**src/rtl/spi_regbank_pkg.sv**
```systemverilog
// Shared types and constants for the spi_regbank SPI mode-0 register target.
package spi_regbank_pkg;

    typedef enum logic [2:0] {
        IDLE = 3'd0,
        CMD  = 3'd1,
        DATA = 3'd2,
        DONE = 3'd3,
        ERR  = 3'd4
    } state_e;

    localparam logic SPI_WRITE_BIT = 1'b1;

    function automatic int frame_len(input int addr_w, input int data_w);
        return 1 + addr_w + data_w;
    endfunction

endpackage

```
**src/rtl/spi_regbank_sync_edge.sv**
```systemverilog
// Two-flop synchroniser plus history flop; edges come from the last two synchronised samples.
module spi_sync_edge #(
    parameter logic IDLE_VAL = 1'b0
) (
    input  logic clk,
    input  logic rst_n,
    input  logic d,
    output logic level,
    output logic rise,
    output logic fall
);

    logic [1:0] sync_q;
    logic [1:0] sync_d;
    logic       hist_q;
    logic       hist_d;

    // Next values of the synchroniser chain and history flop
    always_comb begin
        sync_d = {sync_q[0], d};
        hist_d = sync_q[1];
    end

    // Synchroniser and history registers, reset to the line's idle level
    always_ff @(posedge clk or negedge rst_n) begin
        if (!rst_n) begin
            sync_q <= {2{IDLE_VAL}};
            hist_q <= IDLE_VAL;
        end else begin
            sync_q <= sync_d;
            hist_q <= hist_d;
        end
    end

    assign level = sync_q[1];
    assign rise  = sync_q[1] & ~hist_q;
    assign fall  = ~sync_q[1] & hist_q;

endmodule

```
**src/rtl/spi_regbank.sv**
```systemverilog
// SPI mode-0 register bank with read-back, frame-length checking and write strobes.
// Optional abort counter output enabled by SPI_REGBANK_ABORT_CNT_EN.
module spi_regbank
    import spi_regbank_pkg::*;
#(
    parameter int                NUM_REGS  = 5,
    parameter int                DATA_W    = 8,
    parameter int                ADDR_W    = 7,
    parameter logic [DATA_W-1:0] RESET_VAL = '0
) (
    input  logic                       clk,
    input  logic                       rst_n,
    input  logic                       nCS,
    input  logic                       SCLK,
    input  logic                       COPI,
    output logic                       CIPO,
    output logic [NUM_REGS*DATA_W-1:0] regs_flat,
    output logic [NUM_REGS-1:0]        wr_stb
`ifdef SPI_REGBANK_ABORT_CNT_EN
    ,
    output logic [7:0]                 abort_cnt
`endif
);

    localparam int FRAME   = frame_len(ADDR_W, DATA_W);
    localparam int CMD_LEN = 1 + ADDR_W;
    localparam int CNT_W   = $clog2(FRAME + 1);
    localparam int SH_W    = (CMD_LEN > DATA_W) ? CMD_LEN : DATA_W;
    localparam logic [CNT_W-1:0] FRAME_CNT = CNT_W'(FRAME);
    localparam logic [CNT_W-1:0] CMD_CNT   = CNT_W'(CMD_LEN);

    logic ncs_lvl_s, ncs_rise_s, ncs_fall_s;
    logic sclk_lvl_s, sclk_rise_s, sclk_fall_s;
    logic copi_lvl_s, copi_rise_s, copi_fall_s;
    logic sync_unused_s;

    spi_sync_edge #(.IDLE_VAL(1'b1)) u_sync_ncs (
        .clk(clk), .rst_n(rst_n), .d(nCS),
        .level(ncs_lvl_s), .rise(ncs_rise_s), .fall(ncs_fall_s)
    );
    spi_sync_edge #(.IDLE_VAL(1'b0)) u_sync_sclk (
        .clk(clk), .rst_n(rst_n), .d(SCLK),
        .level(sclk_lvl_s), .rise(sclk_rise_s), .fall(sclk_fall_s)
    );
    spi_sync_edge #(.IDLE_VAL(1'b0)) u_sync_copi (
        .clk(clk), .rst_n(rst_n), .d(COPI),
        .level(copi_lvl_s), .rise(copi_rise_s), .fall(copi_fall_s)
    );

    assign sync_unused_s = &{sclk_lvl_s, copi_rise_s, copi_fall_s};

    state_e                state_q, state_d;
    logic [CNT_W-1:0]      cnt_q, cnt_d;
    logic [SH_W-1:0]       shift_q, shift_d;
    logic                  rw_q, rw_d;
    logic [ADDR_W-1:0]     addr_q, addr_d;
    logic [DATA_W-1:0]     out_shift_q, out_shift_d;
    logic                  cipo_q, cipo_d;
    logic [DATA_W-1:0]     regs_q [NUM_REGS];
    logic [DATA_W-1:0]     regs_d [NUM_REGS];
    logic [NUM_REGS-1:0]   wr_stb_q, wr_stb_d;
    logic [DATA_W-1:0]     rd_val_s;
    logic                  sclk_rise_act_s, sclk_fall_act_s;
    logic                  commit_s, enter_data_s, rd_phase_s;

    // SCLK edges only count while chip select is low
    assign sclk_rise_act_s = sclk_rise_s & ~ncs_lvl_s;
    assign sclk_fall_act_s = sclk_fall_s & ~ncs_lvl_s;

    // State and datapath registers
    always_ff @(posedge clk or negedge rst_n) begin
        if (!rst_n) begin
            state_q     <= IDLE;
            cnt_q       <= '0;
            shift_q     <= '0;
            rw_q        <= 1'b0;
            addr_q      <= '0;
            out_shift_q <= '0;
            cipo_q      <= 1'b0;
            wr_stb_q    <= '0;
            for (int i = 0; i < NUM_REGS; i++) begin
                regs_q[i] <= RESET_VAL;
            end
        end else begin
            state_q     <= state_d;
            cnt_q       <= cnt_d;
            shift_q     <= shift_d;
            rw_q        <= rw_d;
            addr_q      <= addr_d;
            out_shift_q <= out_shift_d;
            cipo_q      <= cipo_d;
            wr_stb_q    <= wr_stb_d;
            for (int i = 0; i < NUM_REGS; i++) begin
                regs_q[i] <= regs_d[i];
            end
        end
    end

    // Next-state logic; a chip-select release always wins
    always_comb begin
        state_d = state_q;
        if (ncs_rise_s) begin
            state_d = IDLE;
        end else begin
            case (state_q)
                IDLE: if (ncs_fall_s) state_d = CMD; else state_d = IDLE;
                CMD: begin
                    if (sclk_rise_act_s && (cnt_q == CMD_CNT - 1'b1)) state_d = DATA;
                    else state_d = CMD;
                end
                DATA: begin
                    if (sclk_rise_act_s && (cnt_q == FRAME_CNT - 1'b1)) state_d = DONE;
                    else state_d = DATA;
                end
                DONE: if (sclk_rise_act_s) state_d = ERR; else state_d = DONE;
                ERR:  state_d = ERR;
                default: state_d = IDLE;
            endcase
        end
    end

    // Datapath and output logic: bit capture, read shifter, commit
    always_comb begin
        cnt_d       = cnt_q;
        shift_d     = shift_q;
        rw_d        = rw_q;
        addr_d      = addr_q;
        out_shift_d = out_shift_q;
        rd_val_s    = '0;

        if ((state_q == IDLE) && ncs_fall_s) begin
            cnt_d   = '0;
            shift_d = '0;
        end else if (sclk_rise_act_s && ((state_q == CMD) || (state_q == DATA))) begin
            cnt_d   = cnt_q + 1'b1;
            shift_d = {shift_q[SH_W-2:0], copi_lvl_s};
        end else begin
            cnt_d   = cnt_q;
            shift_d = shift_q;
        end

        enter_data_s = (state_q == CMD) && (state_d == DATA);
        rd_phase_s   = ((state_q == DATA) || (state_q == DONE)) && (rw_q != SPI_WRITE_BIT);

        if (enter_data_s) begin
            rw_d   = shift_d[ADDR_W];
            addr_d = shift_d[ADDR_W-1:0];
            for (int i = 0; i < NUM_REGS; i++) begin
                if (int'(addr_d) == i) rd_val_s = regs_q[i];
                else rd_val_s = rd_val_s;
            end
            if (rw_d != SPI_WRITE_BIT) out_shift_d = rd_val_s;
            else out_shift_d = out_shift_q;
        end else if (sclk_fall_act_s && rd_phase_s && (cnt_q != CMD_CNT)) begin
            // The fall right after the last address bit keeps the MSB on the line
            out_shift_d = {out_shift_q[DATA_W-2:0], 1'b0};
        end else begin
            out_shift_d = out_shift_q;
        end

        if (((state_d == DATA) || (state_d == DONE)) && (rw_d != SPI_WRITE_BIT)) begin
            cipo_d = out_shift_d[DATA_W-1];
        end else begin
            cipo_d = 1'b0;
        end

        commit_s = ncs_rise_s && (state_q == DONE) && (rw_q == SPI_WRITE_BIT) && (cnt_q == FRAME_CNT);
        for (int i = 0; i < NUM_REGS; i++) begin
            if (commit_s && (int'(addr_q) == i)) begin
                regs_d[i]   = shift_q[DATA_W-1:0];
                wr_stb_d[i] = 1'b1;
            end else begin
                regs_d[i]   = regs_q[i];
                wr_stb_d[i] = 1'b0;
            end
        end
    end

`ifdef SPI_REGBANK_ABORT_CNT_EN
    logic [7:0] abort_cnt_q, abort_cnt_d;
    logic       abort_s;

    // Saturating count of short and overlong frames
    always_comb begin
        abort_s = ncs_rise_s && ((state_q == CMD) || (state_q == DATA) || (state_q == ERR));
        if (abort_s && (abort_cnt_q != 8'hFF)) abort_cnt_d = abort_cnt_q + 8'd1;
        else abort_cnt_d = abort_cnt_q;
    end

    // Abort counter register, cleared only by reset
    always_ff @(posedge clk or negedge rst_n) begin
        if (!rst_n) abort_cnt_q <= 8'd0;
        else abort_cnt_q <= abort_cnt_d;
    end

    assign abort_cnt = abort_cnt_q;
`else
    localparam logic ABORT_CNT_EN = 1'b0;
`endif

    for (genvar g = 0; g < NUM_REGS; g++) begin : g_flat
        assign regs_flat[g*DATA_W +: DATA_W] = regs_q[g];
    end

    assign wr_stb = wr_stb_q;
    assign CIPO   = cipo_q;

endmodule

```
**config.mk**
```make
export PLATFORM = sky130hd
export DESIGN_NAME = spi_regbank
export DESIGN_NICKNAME = d
export VERILOG_FILES = /design/src/rtl/spi_regbank_pkg.sv /design/src/rtl/spi_regbank_sync_edge.sv /design/src/rtl/spi_regbank.sv
export SDC_FILE = /design/constraint.sdc
export NUM_CORES = 1
export LEC_CHECK = 0
export BUFFER_PORTS_ARGS = -buffer_cell sky130_fd_sc_hd__buf_2
export CAP_MARGIN = 20
export CORE_MARGIN = 5
export CORE_UTILIZATION = 30
export CTS_CLUSTER_DIAMETER = 150
export DETAILED_ROUTE_END_ITERATION = 8
export GPL_ROUTABILITY_DRIVEN = 0
export PLACE_DENSITY_LB_ADDON = 0.2
export SYNTH_ARGS = -nofsm -noshare
export SYNTH_HDL_FRONTEND = slang
export SYNTH_SLANG_ARGS = --single-unit
```
**constraint.sdc**
```tcl
create_clock -name clk -period 6.51 [get_ports clk]
set_input_delay 1.302 -clock clk [delete_from_list [all_inputs] [get_ports clk]]
set_output_delay 1.302 -clock clk [all_outputs]
set_load 0.02 [all_outputs]
```
==> results of run 1 <==
==> layer usage <==
metal,global-route usage,up-vias
met2,0.203,73
li1,-,1307
met5,0,-
met3,0.0219,15
met4,0.0670,0
met1,0.194,1385
==> synth_stat cells (5+ instances only) <==
| cell type | n |
|---|---|
| nor3_1 | 5 |
| inv_1 | 12 |
| nand3_1 | 5 |
| nor2_1 | 21 |
| mux2i_1 | 7 |
| nor4_1 | 5 |
| o21ai_0 | 9 |
| dfrtp_1 | 83 |
| a22o_1 | 5 |
| mux2_2 | 43 |
| a22oi_1 | 8 |
| a21oi_1 | 8 |
| clkbuf_1 | 8 |
| nand2_1 | 26 |
| a221o_1 | 6 |
| o22ai_1 | 6 |
==> registers in the layout, indices dropped and copies added (netlist names), 2 cells and up <==
name / cells
addr_q: 7
cnt_q: 5
out_shift_q: 8
regs_flat: 40
shift_q: 8
state_q: 3
u_sync_copi.sync_q: 2
u_sync_ncs.sync_q: 2
u_sync_sclk.sync_q: 2
wr_stb: 5
==> cell usage in the layout (no fill, tap or decap), drive strengths merged, types with 7 or more instances in the layout <==
master   n
dfrtp   83
buf     53
mux2    43
nand2   26
nor2    21
inv     12
clkbuf  11
o21ai   10
a22oi    8
a21oi    8
mux2i    7
==> worst reg2reg max path, delay by kind of cell (launching register included) <==
family	cells	cell delay [ns]
simple gates	3	1.37
compound gates	2	0.62
flops	1	0.52
xor+xnor	1	0.43
==> power breakdown <==
part / internal [mW] / switching (mW) / total [mW]
clock: 0.347 / 0.208 / 0.555
sequential: 0.542 / 0.0116 / 0.553
combinational: 0.0187 / 0.0407 / 0.0595
==> through the flow <==
step	util	setup WS (ns)	hold slack [ns]	total power [mW]
global placement	0.333	3.67	0.334	0.620
CTS	0.358	3.50	0.348	1.18
floorplan	-	4.26	0.331	0.596
detailed placement	0.333	3.49	0.335	0.621
finish	0.360	3.49	0.347	1.17
global route	0.360	3.32	0.361	1.21
==> cell families (layout without fill, tap and decap cells) <==
group                    count (synthesis)  in the layout  synth area share
AND/OR/NAND/NOR                         94             94             0.139
flip-flops                              86             86             0.545
AO/OA/AOI/OAI                           62             62             0.125
multiplexers                            50             50             0.140
buffers and inverters                   30             81            0.0335
XOR/XNOR                                 4              4           0.00885
adder cells (fa/ha/maj)                  3              3           0.00948
==> cell type report <==
class,count,share of cell area
inverters,12,0.00956
flip-flops and latches,86,0.458
well taps,176,0.0467
repair buffers,53,0.0627
clock inverters,5,0.0175
clock buffers,11,0.0515
multi-input cells,213,0.354
==> path summary, 6_finish.rpt <==
kind | start | endpoint | cells after the start
max reg2reg | state_q[0] | CIPO | 6
min in group asynchronous | rst_n | cnt_q[0] | 1
max in group asynchronous | rst_n | u_sync_ncs.hist_q | 2
min reg2reg | u_sync_copi.sync_q[0] | u_sync_copi.sync_q[1] | 0
min | u_sync_copi.sync_q[0] | u_sync_copi.sync_q[1] | 0
max | state_q[0] | CIPO | 6
==> qor.csv, run 1 <==
stage,metric,value,unit
outcome,outcome,finished clean,
floorplanning,I/O pin count,51,
floorplanning,initial core utilization,0.303,
critical_path,Crit Path Category,flop to flop,
cts,Max Buffers Root-to-Sink,2,
yosys,synthesized netlist cell count,329,
route,"antenna viol nets, final",0,
floorplanning,width of the die,125,um
sta,final setup vio count,0,
sta,Final Skew,0.00967,ns
yosys,sequential share of the synthesized area,0.545,
critical_path,Reg2Reg Setup Slack,3.49,ns
final_layout,area occupied by multi-input gates,1670,um^2
yosys,Avg Synthesized Cell Area,12.0,um^2
cts,CTS root buffer,clkbuf_16,
final_layout,Post-Layout Cell Count,556,
critical_path,delay of the slowest cell on the worst path,0.81,ns
final_layout,area delta synth->final,19.0,%
yosys,number of distinct standard cells referenced by the synthesized netlist,61,
floorplanning,count of standard-cell rows,42,
critical_path,Crit. End Element,flop,
route,met3 routed wirelength,447,um
route,number of vias per cell,5.00,
grt,initial antenna violation count,0,
cts,Post-CTS Resized,0,
critical_path,Buf/Inv on CP,0,
floorplanning,Die Ht,125,um
route,max layer used,met4,
sta,sum of negative setup slack,0,ns
yosys,biggest area consumer among synthesized cells,dfrtp_1,
yosys,"Primary FF master, synth",dfrtp_1,
critical_path,cell-by-cell listing of the critical path,xor2_1 > and2_0 > a21o_1 > a31oi_2 > and4_1 > nor4b_2,
critical_path,Critical Path Fanout Max,15,
sta,Final Critical Period,3.02,ns
final_layout,number of nets in the finished design,383,
grt,overall global routing resource usage,0.137,
final_layout,Antenna diodes,0,
cts,number of hold buffers added after cts,0,
final_layout,final instance area,4710,um^2
pwr,power density over cell area,248,nW/um^2
route,number of detailed-routing iterations run before antenna repair,4,
yosys,area fraction of the dominant cell type after synthesis,0.525,
cts,post-CTS setup repair buffer count,0,
cts,clock transition time at the flip-flop clock pins of the worst setup and hold paths,0.06,ns
cts,CTS H-tree depth,3,
yosys,Yosys warnings,0,
yosys,number of enable flip-flop cells after synthesis,0,
grt,overflow left after global routing,0,
sta,worst slew margin relative to its limit,0.373,
route,starting DRC count in detailed routing,150,
final_layout,fraction of final layout cells with drive strength greater than 1,0.326,
cts,clk sink count,86,
critical_path,family with the most delay on the worst path,simple AND/OR/NAND/NOR gates,
pwr,leakage component of the power,2.28,nW
place,sum of net half-perimeters after detailed placement,7250,um
grt,first-pass GRT wire length,16700,um
sta,share of the clock period used by the worst path,0.464,
critical_path,CP Launch Type,flop,
route,routed wire length,10300,um
route,routed vias,2780,
run,Max Cap Violations,0,
sta,highest achievable clock rate,0.331,GHz
place,Post-Place Cells,539,
grt,maximum number of pins on one net before global-route repair,87,
yosys,area of the mapped netlist,3960,um^2
yosys,register bit count reported by yosys,86,
route,routed len/inst,18.6,um
route,total routed wire length on the met1 layer,5050,um
place,post-place instance area,4360,um^2
sta,hold violation count in the final report,0,
sta,pin slew with the least headroom to its limit,0.940,ns
yosys,"Async S/R FF share, synth",1.00,
critical_path,worst endpoint required time,6.76,ns
floorplanning,overall die area,15600,um^2
cts,Worst-Skew Late Latency,0.34,ns
critical_path,arrival time of the worst setup path,3.27,ns
sta,number of slew-limit violations in the final report,0,
sta,setup repair after global routing missed its margin,no,
route,metal2 WL,4600,um
yosys,Post-Syn Nets,337,
place,Port Buffers,50,
floorplanning,Core Area,13100,um^2
grt,number of global-route vias before repair,2888,
final_layout,sequential standard cell area,2160,um^2
cts,TritonCTS clock tree,done,
route,Remaining DRCs,0,
min_path,type of the tightest min-delay check,flop to flop,
critical_path,library cell contributing the largest single delay on the critical path,and2_0,
pwr,Peak VDD IR,0.000117,V
final_layout,fillcell total,1298,
yosys,ranking of synthesized cells by area,"dfrtp_1, mux2_2, nand2_1",
cts,TritonCTS buffer count,9,
No activity file was read; power rests on OpenSTA's default activity.
==> inputs of run 2 (changes only) <==
Settings changed: ABC_AREA set to 1.
Clock period 6.51 ns to 2.63 ns, I/O delays scaled along.
==> run 2 against run 1 <==
Effect of this change: power grew to 2.5 times the previous value; sequential share of layout area hardly changed; final cell count increased by 20%; first-iteration DRC count increased by 79%; critical endpoint is now out_shift_q[7]; largest power group is now sequential cells; highest routed layer unchanged.
==> qor.csv, run 2 <==
stage,metric,value,unit,change
cts,CTS H-tree depth,3,,unchanged
final_layout,number of flip-flops in the largest register,40,,unchanged
grt,initial antenna violation count,0,,unchanged
final_layout,area delta synth->final,20.6,%,
final_layout,"most common cell after layout, fill and taps aside",nand2_1,,
grt,overflow left after global routing,0,,unchanged
outcome,outcome,finished clean,,
route,routed vias,3174,,+14%
final_layout,Post-Layout Cell Count,668,,+20%
place,sum of net half-perimeters after detailed placement,7580,um,+4.5%
route,number of detailed-routing iterations run before antenna repair,4,,unchanged
cts,TritonCTS buffer count,9,,unchanged
route,routed wire length,10300,um,about the same
grt,overall global routing resource usage,0.147,,+0.0101
sta,Final Skew,0.00975,ns,+0.0000846 ns
yosys,"Primary FF master, synth",dfrtp_1,,
cts,number of hold buffers added after cts,0,,unchanged
critical_path,Reg2Reg Setup Slack,0.29,ns,-3.20 ns
cts,post-CTS setup repair buffer count,0,,unchanged
critical_path,launch instance of the worst register-to-register path,u_sync_ncs.sync_q[1],,
final_layout,number of nets in the finished design,499,,+30%
cts,clk sink count,86,,unchanged
final_layout,Antenna diodes,0,,unchanged
yosys,synthesized netlist cell count,431,,+31%
sta,number of slew-limit violations in the final report,0,,unchanged
sta,pin slew with the least headroom to its limit,0.551,ns,-0.388 ns
yosys,Post-Syn Nets,439,,+30%
floorplanning,overall die area,15400,um^2,-1.2%
pwr,Peak VDD IR,0.000274,V,+140%
grt,number of global-route vias before repair,3249,,+13%
cts,Worst-Skew Late Latency,0.34,ns,about the same
cts,CTS root buffer,clkbuf_16,,
route,routed len/inst,15.5,um,-17%
floorplanning,width of the die,124,um,-0.58%
route,number of vias per cell,4.75,,-5.0%
cts,TritonCTS clock tree,done,,
critical_path,Crit. End Element,flop,,
cts,Post-CTS Resized,0,,unchanged
critical_path,CP Launch Type,flop,,
critical_path,Crit Path Category,flop to flop,,
final_layout,final core utilization,0.370,,+0.0104
place,Port Buffers,50,,unchanged
yosys,number of distinct standard cells referenced by the synthesized netlist,38,,-38%
final_layout,final instance area,4710,um^2,about the same
sta,worst slew margin relative to its limit,0.630,,+0.257
cts,Max Buffers Root-to-Sink,2,,unchanged
final_layout,"commonest cells after routing, fill and taps aside","nand2_1, dfrtp_1, o21ai_0, nand3_1, buf_2",,
run,Max Cap Violations,0,,unchanged
yosys,Avg Synthesized Cell Area,9.07,um^2,-25%
yosys,cell with the most instances after synthesis,nand2_1,,
sta,hold violation count in the final report,0,,unchanged
yosys,area of the mapped netlist,3910,um^2,-1.3%
floorplanning,Core Area,12700,um^2,-2.8%
sta,final worst hold slack,0.145,ns,-0.201 ns
min_path,type of the tightest min-delay check,input port to async pin,,
sta,highest achievable clock rate,0.427,GHz,+29%
critical_path,depth of the most critical reg-to-reg path,14,,+8
floorplanning,Die Ht,124,um,-0.58%
floorplanning,initial core utilization,0.307,,+0.00469
sta,final setup vio count,0,,unchanged
grt,first-pass GRT wire length,17100,um,+2.5%
yosys,most numerous cell types in the synthesized netlist,"nand2_1, dfrtp_1, o21ai_0, nand3_1, inv_1",,
route,starting DRC count in detailed routing,269,,+79%
sta,setup repair after global routing missed its margin,no,,
yosys,"Async S/R FF share, synth",1.00,,unchanged
yosys,ranking of synthesized cells by area,"dfrtp_1, nand2_1, o21ai_0",,
sta,share of the clock period used by the worst path,0.891,,+0.427
pwr,leakage component of the power,2.30,nW,+0.95%
cts,clock transition time at the flip-flop clock pins of the worst setup and hold paths,0.06,ns,about the same
sta,Final Critical Period,2.34,ns,-0.677 ns
critical_path,Critical Path Fanout Max,27,,+12
floorplanning,I/O pin count,51,,unchanged
pwr,power density over cell area,630,nW/um^2,+150%
place,post-place instance area,4410,um^2,+1.1%
yosys,Yosys warnings,0,,unchanged
yosys,area fraction of the dominant cell type after synthesis,0.531,,+0.00672
route,"antenna viol nets, final",0,,unchanged
critical_path,worst endpoint required time,2.86,ns,-3.90 ns
critical_path,arrival time of the worst setup path,2.58,ns,-0.69 ns
sta,sum of negative setup slack,0,ns,unchanged
yosys,sequential share of the synthesized area,0.552,,+0.00697
final_layout,fraction of final layout cells with drive strength greater than 1,0.214,,-0.113
floorplanning,count of standard-cell rows,41,,-2.4%
place,Post-Place Cells,652,,+21%
yosys,number of enable flip-flop cells after synthesis,0,,unchanged
grt,maximum number of pins on one net before global-route repair,52,,-40%
yosys,register bit count reported by yosys,86,,unchanged
critical_path,Crit Reg-Reg Endpoint,out_shift_q[7],,
yosys,biggest area consumer among synthesized cells,dfrtp_1,,
route,Remaining DRCs,0,,unchanged
run 2: worst max-delay path by stage:
stage                               startpoint        endpoint  depth (start not counted)
after floorplan                     state_q[2]  out_shift_q[0]                         14
after global placement    u_sync_ncs.sync_q[1]   regs_flat[27]                          6
after detailed placement  u_sync_ncs.sync_q[1]   regs_flat[25]                          6
after CTS                 u_sync_ncs.sync_q[1]   regs_flat[25]                          6
after global routing      u_sync_ncs.sync_q[1]   regs_flat[36]                          6
final                     u_sync_ncs.sync_q[1]  out_shift_q[7]                         14
run 2: logic make-up (layout without fill, tap and decap cells):
family          Yosys count  in the layout  synth area share
simple gates            200            200             0.254
flops                    86             86             0.552
compound gates           83             83             0.117
buf+inv                  58            123            0.0643
fa+ha+maj                 3              3           0.00960
mux                       1              1           0.00288
run 2: worst max-delay path, cell delays in order (launching register included):
cell and delay [ns]:
dfstp_2 0.55, inv_2 0.05, nand3_2 0.10, inv_4 0.07
nand2_4 0.16, nand2_1 0.18, o21ai_2 0.25, nor2_4 0.07
buf_4 0.23, nand2_4 0.19, nand2_1 0.07, o21bai_1 0.14
nand2_1 0.08, nand2_2 0.07, inv_1 0.04
run 2: routing by layer:
layer  vias to the layer above  share of wire  track usage
li1                       1574              -            -
met1                      1526           0.45        0.185
met2                        59           0.50        0.244
met3                        15          0.037       0.0336
met4                         0          0.020       0.0609
met5                         -              0            0
run 2: cell type report:
cell class / instances / area [um^2]
inverters: 46 / 175
flip-flops and latches: 86 / 2160
multi-input cells: 287 / 1510
well taps: 172 / 215
clock buffers: 11 / 243
clock inverters: 5 / 57.6
fillers: 1344 / 8010
repair buffers: 61 / 360
run 2: through the flow:
stage	power, mW	setup WS [ns]
floorplan	1.60	0.705
global placement	1.70	0.263
detailed placement	1.71	0.230
CTS	3.01	0.220
global route	3.11	0.0776
finish	2.97	0.286
run 2: where the power goes:
| group | internal, mW | switching, mW |
|---|---|---|
| registers | 1.35 | 0.0130 |
| clock network | 0.764 | 0.523 |
| logic | 0.0811 | 0.239 |
| total | 2.20 | 0.775 |
==> inputs of run 3 (changes only) <==
Settings changed: CORE_MARGIN 5 to 2.
Clock period 2.63 ns to 2.85 ns, I/O delays scaled along.
==> run 3 against run 2 <==
Effect of this change: first-iteration DRC count fell by 41%; setup slack better by 0.087 ns; clock skew about the same; via count down 0.22%; largest cell class unchanged.
==> qor.csv, run 3 (synthesis results as in run 2) <==
stage,metric,value,unit,change
final_layout,area occupied by multi-input gates,1500,um^2,-0.33%
sta,highest achievable clock rate,0.404,GHz,-5.4%
route,number of vias per cell,4.76,,about the same
route,Remaining DRCs,0,,unchanged
outcome,outcome,finished clean,,
grt,overall global routing resource usage,0.156,,+0.00939
cts,CTS H-tree depth,3,,unchanged
critical_path,launch instance of the worst register-to-register path,state_q[1],,
critical_path,worst endpoint required time,3.11,ns,+0.25 ns
sta,sum of negative setup slack,0,ns,unchanged
sta,Final Skew,0.00980,ns,+0.0000499 ns
route,starting DRC count in detailed routing,160,,-41%
cts,post-CTS setup repair buffer count,0,,unchanged
critical_path,arrival time of the worst setup path,2.74,ns,+0.16 ns
grt,maximum number of pins on one net before global-route repair,45,,-13%
sta,number of slew-limit violations in the final report,0,,unchanged
place,sum of net half-perimeters after detailed placement,7420,um,-2.1%
final_layout,area delta synth->final,20.6,%,about the same
place,Setup WS pre-CTS,0.400,ns,+0.169 ns
final_layout,fillcell total,1337,,-0.52%
floorplanning,Core Area,12700,um^2,-0.40%
sta,hold violation count in the final report,0,,unchanged
critical_path,CP Launch Type,flop,,
grt,overflow left after global routing,0,,unchanged
pwr,leakage component of the power,2.30,nW,about the same
floorplanning,width of the die,118,um,-4.8%
sta,final setup slack of the worst path,0.373,ns,+0.0870 ns
pwr,Peak VDD IR,0.000245,V,-10%
min_path,type of the tightest min-delay check,input port to async pin,,
cts,number of hold buffers added after cts,0,,unchanged
route,routed vias,3167,,-0.22%
final_layout,sequential standard cell area,2160,um^2,unchanged
final_layout,"most common cell after layout, fill and taps aside",nand2_1,,
sta,share of the clock period used by the worst path,0.869,,-0.0221
final_layout,fraction of final layout cells with drive strength greater than 1,0.211,,-0.00318
grt,number of global-route vias before repair,3106,,-4.4%
place,Port Buffers,50,,unchanged
final_layout,"commonest cells after routing, fill and taps aside","nand2_1, dfrtp_1, o21ai_0, nand3_1, buf_2",,
sta,pin slew with the least headroom to its limit,0.594,ns,+0.0423 ns
sta,worst slew margin relative to its limit,0.600,,-0.0290
grt,initial antenna violation count,0,,unchanged
critical_path,Critical Path Fanout Max,8,,-70%
cts,Worst-Skew Late Latency,0.34,ns,about the same
cts,Post-CTS Resized,0,,unchanged
sta,setup repair after global routing missed its margin,no,,
route,number of detailed-routing iterations run before antenna repair,4,,unchanged
pwr,power density over cell area,606,nW/um^2,-3.8%
cts,TritonCTS buffer count,9,,unchanged
critical_path,Crit Path Category,flop to flop,,
route,routed wire length,10300,um,-0.44%
cts,Max Buffers Root-to-Sink,2,,unchanged
route,"antenna viol nets, final",0,,unchanged
cts,TritonCTS clock tree,done,,
grt,first-pass GRT wire length,17000,um,-0.32%
floorplanning,I/O pin count,51,,unchanged
cts,clock transition time at the flip-flop clock pins of the worst setup and hold paths,0.07,ns,about the same
run,Max Cap Violations,0,,unchanged
cts,clk sink count,86,,unchanged
cts,CTS root buffer,clkbuf_16,,
final_layout,Antenna diodes,0,,unchanged
critical_path,Crit. End Element,flop,,
critical_path,worst setup path startpoint,state_q[1],,
final_layout,number of flip-flops in the largest register,40,,unchanged
floorplanning,count of standard-cell rows,41,,unchanged
final_layout,number of nets in the finished design,497,,-0.40%
floorplanning,overall die area,14000,um^2,-9.4%
sta,final setup vio count,0,,unchanged
floorplanning,Die Ht,118,um,-4.8%
floorplanning,initial core utilization,0.308,,+0.00124
route,routed len/inst,15.4,um,-0.14%
sta,Final Critical Period,2.48,ns,+0.133 ns
==> run 3: changes by cell type in the layout (fill, tap and decap cells not counted), sizes merged <==
cell      before  now
buf           61   59
clkinv         3    2
bufinv         1    2
clkinvlp       0    1
inv           47   46
==> run 3: report_power, final <==
| part | total [mW] | switching, mW | internal [mW] |
|---|---|---|---|
| Clock | 1.30 | 0.488 | 0.816 |
| Sequential | 1.26 | 0.0118 | 1.25 |
| Combinational | 0.298 | 0.223 | 0.0748 |
==> run 3: critical path: stages, from the launching register on <==
cell and delay (ns):
dfrtp_1 0.42, nor2_1 0.17, nand4_1 0.31, buf_4 0.29, nand3_1 0.17, nand2_1 0.09, nor2_1 0.14, and2_0 0.41
nand2_1 0.09, nand3_1 0.12, nor2_1 0.06, o21bai_1 0.13
==> run 3: layout make-up <==
class                   count  share of cell area
inverters                  46              0.0372
flip-flops and latches     86               0.457
clock inverters             5              0.0173
repair buffers             59              0.0706
well taps                 172              0.0456
multi-input cells         287               0.318
clock buffers              11              0.0536
==> run 3: stage by stage <==
stage | util | power (mW) | cells | hold slack (ns) | instance area [um^2]
4_1_cts | 0.372 | 2.89 | 666 | 0.241 | 4710
3_5_place_dp | 0.346 | 1.58 | 650 | 0.337 | 4380
3_3_place_gp | 0.346 | 1.58 | 650 | 0.334 | 4380
6_report | 0.372 | 2.86 | 666 | 0.225 | 4710
2_1_floorplan | - | 1.48 | 431 | 0.274 | 3910
5_1_grt | 0.372 | 2.98 | 666 | 0.268 | 4710
==> run 3: metal layers <==
| layer | vias to the layer above | part of all wire | track usage |
|---|---|---|---|
| met1 | 1516 | 0.47 | 0.211 |
| met4 | 0 | 0.011 | 0.0422 |
| met3 | 10 | 0.046 | 0.0352 |
| li1 | 1564 | - | - |
| met2 | 77 | 0.47 | 0.253 |
| met5 | - | 0 | 0 |
==> run 3: worst paths after layout <==
path                       cells past startpoint  slack (ns)               endpoint
max                                           11        0.37         out_shift_q[1]
min                                            1        0.22           regs_flat[1]
max reg2reg                                   11        0.37         out_shift_q[1]
min reg2reg                                    0        0.35  u_sync_copi.sync_q[1]
min in group clk                               1        0.32   u_sync_ncs.sync_q[0]
max in group asynchronous                      2        1.99              addr_q[5]
